### src/rtl/pa_fpu_fwb_buf.sv
// pa_fpu_fwb_buf: FGPR write-back buffer between the FPU result bus and the
// FP register-file write port. FPU results are queued in a small circular
// FIFO and drained into the single write port, which is shared with LSU load
// returns. Load returns always own the port. A decode-side lookup reports
// pending buffered writes so decode can forward or stall.
//
// Optional feature macro: PA_FPU_FWB_BYPASS_EN
//   When defined, an FPU result arriving while the buffer is empty and no
//   load owns the port is written straight through in the same cycle and is
//   not enqueued.
//
// Ports:
//   forever_cpuclk         clock, rising edge
//   cpurst_b               asynchronous active-low reset
//   fpu_rtu_fgpr_wb_vld    FPU result valid (only while grant is high)
//   fpu_rtu_fgpr_wb_reg    FPU destination register
//   fpu_rtu_fgpr_wb_data   FPU result data
//   rtu_fpu_fgpr_wb_grant  buffer can accept an FPU result this cycle
//   lsu_rtu_fgpr_wb_vld    load return valid (never stalled)
//   lsu_rtu_fgpr_wb_reg    load destination register
//   lsu_rtu_fgpr_wb_data   load data
//   rtu_fgpr_wen           register-file write enable
//   rtu_fgpr_waddr         register-file write address
//   rtu_fgpr_wdata         register-file write data
//   idu_fwb_chk_reg        decode lookup register
//   fwb_idu_chk_hit        lookup register has a pending buffered write
//   fwb_idu_chk_data       data of the youngest matching entry
//   fwb_buf_empty          no entries held

module pa_fpu_fwb_buf #(
    parameter int unsigned FLEN  = 32,
    parameter int unsigned DEPTH = 2
) (
    input  logic            forever_cpuclk,
    input  logic            cpurst_b,
    input  logic            fpu_rtu_fgpr_wb_vld,
    input  logic [4:0]      fpu_rtu_fgpr_wb_reg,
    input  logic [FLEN-1:0] fpu_rtu_fgpr_wb_data,
    output logic            rtu_fpu_fgpr_wb_grant,
    input  logic            lsu_rtu_fgpr_wb_vld,
    input  logic [4:0]      lsu_rtu_fgpr_wb_reg,
    input  logic [FLEN-1:0] lsu_rtu_fgpr_wb_data,
    output logic            rtu_fgpr_wen,
    output logic [4:0]      rtu_fgpr_waddr,
    output logic [FLEN-1:0] rtu_fgpr_wdata,
    input  logic [4:0]      idu_fwb_chk_reg,
    output logic            fwb_idu_chk_hit,
    output logic [FLEN-1:0] fwb_idu_chk_data,
    output logic            fwb_buf_empty
);

    localparam int unsigned PTR_W = $clog2(DEPTH);
    localparam int unsigned CNT_W = $clog2(DEPTH + 1);
    localparam logic [PTR_W-1:0] LAST_IDX = PTR_W'(DEPTH - 1);
    localparam logic [CNT_W-1:0] FULL_CNT = CNT_W'(DEPTH);

    // Pointer = {wrap bit, slot index}; the index wraps explicitly so DEPTH
    // need not be a power of two.
    typedef logic [PTR_W:0] ptr_t;

    function automatic ptr_t ptr_inc(input ptr_t p);
        ptr_t r;
        if (p[PTR_W-1:0] == LAST_IDX) begin
            r = {~p[PTR_W], {PTR_W{1'b0}}};
        end else begin
            r = p + ptr_t'(1);
        end
        return r;
    endfunction

    ptr_t             wr_ptr_q, wr_ptr_d;
    ptr_t             rd_ptr_q, rd_ptr_d;
    logic [CNT_W-1:0] count_q, count_d;
    logic [DEPTH-1:0] ent_vld_q, ent_vld_d;
    logic [4:0]       ent_reg_q  [DEPTH];
    logic [4:0]       ent_reg_d  [DEPTH];
    logic [FLEN-1:0]  ent_data_q [DEPTH];
    logic [FLEN-1:0]  ent_data_d [DEPTH];

    logic             grant;
    logic             buf_empty;
    logic             fpu_acc;
    logic             byp;
    logic             enq;
    logic             deq;
    logic [PTR_W-1:0] rd_idx;
    logic [PTR_W-1:0] wr_idx;

    assign rd_idx    = rd_ptr_q[PTR_W-1:0];
    assign wr_idx    = wr_ptr_q[PTR_W-1:0];

    // Grant depends on registered state only.
    assign grant     = (count_q < FULL_CNT);
    assign buf_empty = (count_q == '0);
    assign fpu_acc   = fpu_rtu_fgpr_wb_vld & grant;

`ifdef PA_FPU_FWB_BYPASS_EN
    assign byp = fpu_acc & buf_empty & ~lsu_rtu_fgpr_wb_vld;
`else
    assign byp = 1'b0;
`endif

    assign enq = fpu_acc & ~byp;
    // Head slot is consumed only when the load is not taking the port.
    assign deq = ~lsu_rtu_fgpr_wb_vld & ~buf_empty;

    assign rtu_fpu_fgpr_wb_grant = grant;
    assign fwb_buf_empty         = buf_empty;

    // Next-state for pointers, count and entries.
    always_comb begin
        wr_ptr_d   = wr_ptr_q;
        rd_ptr_d   = rd_ptr_q;
        count_d    = count_q;
        ent_vld_d  = ent_vld_q;
        ent_reg_d  = ent_reg_q;
        ent_data_d = ent_data_q;

        // A load is younger than everything already buffered: older buffered
        // writes to the same register are dropped. A same-cycle FPU result is
        // younger than the load, so the enqueue below is applied afterwards.
        if (lsu_rtu_fgpr_wb_vld) begin
            for (int unsigned i = 0; i < DEPTH; i++) begin
                if (ent_vld_q[i] && (ent_reg_q[i] == lsu_rtu_fgpr_wb_reg)) begin
                    ent_vld_d[i] = 1'b0;
                end
            end
        end

        if (deq) begin
            ent_vld_d[rd_idx] = 1'b0;
            rd_ptr_d          = ptr_inc(rd_ptr_q);
        end

        if (enq) begin
            ent_vld_d[wr_idx]  = 1'b1;
            ent_reg_d[wr_idx]  = fpu_rtu_fgpr_wb_reg;
            ent_data_d[wr_idx] = fpu_rtu_fgpr_wb_data;
            wr_ptr_d           = ptr_inc(wr_ptr_q);
        end

        unique case ({enq, deq})
            2'b10:   count_d = count_q + CNT_W'(1);
            2'b01:   count_d = count_q - CNT_W'(1);
            default: count_d = count_q;
        endcase
    end

    always_ff @(posedge forever_cpuclk or negedge cpurst_b) begin
        if (!cpurst_b) begin
            wr_ptr_q  <= '0;
            rd_ptr_q  <= '0;
            count_q   <= '0;
            ent_vld_q <= '0;
        end else begin
            wr_ptr_q  <= wr_ptr_d;
            rd_ptr_q  <= rd_ptr_d;
            count_q   <= count_d;
            ent_vld_q <= ent_vld_d;
        end
    end

    // Entry payload is qualified by ent_vld_q and needs no reset.
    always_ff @(posedge forever_cpuclk) begin
        ent_reg_q  <= ent_reg_d;
        ent_data_q <= ent_data_d;
    end

    // Register-file write port: load first, then head entry, then bypass.
    always_comb begin
        rtu_fgpr_wen   = 1'b0;
        rtu_fgpr_waddr = 5'd0;
        rtu_fgpr_wdata = '0;
        if (lsu_rtu_fgpr_wb_vld) begin
            rtu_fgpr_wen   = 1'b1;
            rtu_fgpr_waddr = lsu_rtu_fgpr_wb_reg;
            rtu_fgpr_wdata = lsu_rtu_fgpr_wb_data;
        end else if (!buf_empty) begin
            // A killed head is still drained but does not write.
            rtu_fgpr_wen   = ent_vld_q[rd_idx];
            rtu_fgpr_waddr = ent_reg_q[rd_idx];
            rtu_fgpr_wdata = ent_data_q[rd_idx];
        end else if (byp) begin
            rtu_fgpr_wen   = 1'b1;
            rtu_fgpr_waddr = fpu_rtu_fgpr_wb_reg;
            rtu_fgpr_wdata = fpu_rtu_fgpr_wb_data;
        end
    end

    // Lookup walks from the head (oldest) towards the write pointer so the
    // last match seen is the youngest. Same-cycle FPU results are excluded.
    always_comb begin
        int unsigned      j;
        logic [PTR_W-1:0] idx;
        fwb_idu_chk_hit  = 1'b0;
        fwb_idu_chk_data = '0;
        for (int unsigned k = 0; k < DEPTH; k++) begin
            j = 32'(rd_idx) + k;
            if (j >= DEPTH) begin
                j = j - DEPTH;
            end
            idx = PTR_W'(j);
            if (ent_vld_q[idx] && (ent_reg_q[idx] == idu_fwb_chk_reg)) begin
                fwb_idu_chk_hit  = 1'b1;
                fwb_idu_chk_data = ent_data_q[idx];
            end
        end
    end

endmodule
### config.mk
export PLATFORM = sky130hd
export DESIGN_NAME = pa_fpu_fwb_buf
export DESIGN_NICKNAME = d
export VERILOG_FILES = /design/src/rtl/pa_fpu_fwb_buf.sv
export SDC_FILE = /design/constraint.sdc
export NUM_CORES = 1
export LEC_CHECK = 0
export CORE_MARGIN = 3
export CORE_UTILIZATION = 40
export DETAILED_ROUTE_END_ITERATION = 10
export PLACE_DENSITY = 0.73
export SYNTH_ARGS = -nofsm -noshare
export SYNTH_HDL_FRONTEND = slang
export SYNTH_SLANG_ARGS = --single-unit
### constraint.sdc
create_clock -name forever_cpuclk -period 7.15 [get_ports forever_cpuclk]
set_input_delay 0.715 -clock forever_cpuclk [delete_from_list [all_inputs] [get_ports forever_cpuclk]]
set_output_delay 0.715 -clock forever_cpuclk [all_outputs]
set_load 0.1 [all_outputs]
==> run metrics <==
P_sw=1.38 mW; Hold Path Class=register to register; met2 WL=6.96 mm; Post-CTS Setup Inserts=0; Worst VDD drop=204 µV; sequential element share of the synthesized area=0.457; met3 routed WL=637 µm; row cnt=40; Initial Util=0.420; Nets=715; core footprint=0.0124 mm²; Die W=120 µm; Pins Over Slew Limit=0; Fmax achieved=197 MHz; worst path bufs/invs=3; switching share of power=0.515; YS warnings=0; Layout fillers=1073; dpl ws=2.09 ns; status=finished clean; Net Count, Synth=597; Area contributors post-synth=edfxtp_1 43%, mux2i_1 7.9%, a221o_1 6.2%; Setup-failing EPs final=0; gpl congestion=0.787; critical-path cell list=clkdlybuf4s50_1 > xnor2_1 > nand2_1 > o21ai_4 > buf_4 > nand4_1 > nand3_1 > clkdlybuf4s50_1; CP Class=input pin to output pin; power share of the clock group=0.155; Startpoint Class=input pin; power per standard cell area=382 mW/mm²; Finished Core Util=0.569; mean post-synth cell area=10.1 µm²; Root Buffer=clkbuf_16; Crit Path Max Fanout=43; cells after synthesis=513; die area=0.0144 mm²; cell mode on critical path=clkdlybuf4s50_1; CP arrival=4.37 ns; Combinational Power Share=0.571; CP delay by family, top=buffers and inverters; Synth-to-Final Area Change=35.7%; Final Cycle Share=0.712; Hold Fails Final Rpt=0; vias in the first global route=4304; die span in y=120 µm; initial antenna violation count=0; DRC errors left=0; Rel. slew slack=0.226; H-tree Lvls=3; Vias/cell=5.62; Routed Antenna Nets=0; #FFs+latches synth=80; Pleak=2.43 nW; Final Skew=0.00417 ns; # diodes=0; total number of vias=4520; Slowest-stage cell, CP=clkdlybuf4s50_1; clk_lat worst skew=0.32 ns; largest net degree at the start of global routing=126; DR iter-0 viols=307; drt wl/cell=17.1 µm; Max Used Layer=met4; synthesized area=0.00519 mm²; grt total ovfl=0; TritonCTS Buffers=9; DRT met1 WL=5.94 mm; final wirelength=13.8 mm; Critical Path End Type=output pin; clock sink total=80; RSZ-0062 raised after global routing=false; post-synth cell types=32; setup ws final=2.06 ns; WP data required=6.43 ns; clk buf depth=2; total negative slack=0 ns; CP max stage delay=1.15 ns; clock-pin slew on the worst setup and hold paths=0.06 ns; Tightest Pin Transition=1.16 ns; cts-stage hold buffer count=0; Yosys top cell area share=0.428; # port buffers=155; dpl hpwl=9.18 mm; min Tclk post-route=5.09 ns; post-CTS resize count=0; global-route wire length before repair=21.9 mm; GRT Overall Usage=0.188; 1st-pass router iterations=4; register share of total power=0.274; CTS tree=done; Synth area leader=edfxtp_1; IO Pins=156; Pwr Total=2.69 mW; Cell Int Power=1.30 mW; MaxCap Viol Count=0; layout cell share with drive strength beyond 1=0.0456
==> power by group through the flow <==
| stage | Combinational [mW] | Clock [mW] | Sequential (mW) |
|---|---|---|---|
| floorplan | 1.26 | 0 | 0.678 |
| global placement | 1.51 | 0 | 0.736 |
| detailed placement | 1.53 | 0 | 0.744 |
| CTS | 1.54 | 0.423 | 0.735 |
| global route | 1.62 | 0.449 | 0.751 |
| finish | 1.53 | 0.416 | 0.736 |
==> through the flow <==
stage	std cells	cell area, µm²	hold slack (ns)
after floorplan	513	5190	0.419
after global placement	788	6770	0.502
after detailed placement	788	6770	0.513
after CTS	804	7040	0.525
after global routing	804	7040	0.550
final	804	7040	0.521
==> cells in the mapped netlist <==
cell       n
o21ai_1    1
nand3_1   50
clkbuf_1  38
a32o_1     1
a31o_2     1
nor2b_1   17
a21oi_1    1
buf_6      1
dfrtp_1    6
nor4_4     1
o21bai_1   1
edfxtp_1  74
ha_1       1
buf_4      6
xor2_1     8
mux2i_1   41
xnor2_1   19
a221o_1   32
buf_2      9
o211ai_1  16
nand4_1   18
nand4b_1  16
nor2_1     3
inv_1      3
nor4_1     1
or2_2      1
and2_1    16
nand3b_1  32
and3_1     1
nand2_1   58
o221ai_1   1
o21ai_0   39
==> state kept, by name (all words and copies together), names as in the netlist <==
| name | flops |
|---|---|
| ent_data_q | 64 |
| ent_reg_q | 10 |
| count_q | 2 |
| ent_vld_q | 2 |
| rd_ptr_q | 1 |
| wr_ptr_q | 1 |
==> cell type report <==
| class | instances | area (µm²) | share of cell area |
|---|---|---|---|
| multi-input combinational | 376 | 2580 | 0.367 |
| sequential | 80 | 2380 | 0.338 |
| timing repair buffer | 161 | 1590 | 0.226 |
| clock buffer | 12 | 246 | 0.0350 |
| tap | 168 | 210 | 0.0299 |
| clock inverter | 4 | 22.5 | 0.00320 |
| inverter | 3 | 11.3 | 0.00160 |
==> layout by cell type (no fill, tap or decap), types with 2 or more instances in the layout <==
cell / instances
nand4_1: 18
o21ai_0: 39
clkinv_2: 3
clkbuf_16: 9
buf_4: 6
edfxtp_1: 74
xnor2_1: 19
a221o_1: 32
nand4b_1: 16
mux2i_1: 41
nor2_1: 2
clkbuf_1: 2
nor2b_1: 17
nand3b_1: 32
inv_1: 3
and2_1: 16
o211ai_1: 16
nand2_1: 58
xor2_1: 8
dfrtp_1: 5
clkdlybuf4s50_1: 154
nand3_1: 50
==> cells by family (layout without fill, tap and decap cells) <==
logic type      count (synthesis)  count (layout)  synth area share
fa+ha+maj                       1               1           0.00241
buf+inv                        57             180            0.0492
xor+xnor                       27              27            0.0456
mux                            41              41            0.0791
flops                          80              80             0.457
simple gates                  214             214             0.235
compound gates                 93              93             0.131
==> worst paths after layout <==
kind / startpoint / to / slack, ns / depth (start not counted)
max: idu_fwb_chk_reg[2] / fwb_idu_chk_data[27] / 2.06 / 8
max in group asynchronous: cpurst_b / rd_ptr_q[0] / 6.24 / 1
min: count_q[0] / count_q[0] / 0.52 / 1
max reg2reg: count_q[0] / count_q[1] / 5.01 / 7
min in group asynchronous: cpurst_b / count_q[1] / 0.64 / 1
min reg2reg: count_q[0] / count_q[0] / 0.52 / 1
==> per-layer routing <==
layer  track usage  vias to the layer above
li1              -                     2181
met1         0.234                     2207
met2         0.329                      120
met3        0.0377                       12
met4        0.0565                        0
met5             0                        -
No activity file was read; power rests on OpenSTA's default activity.
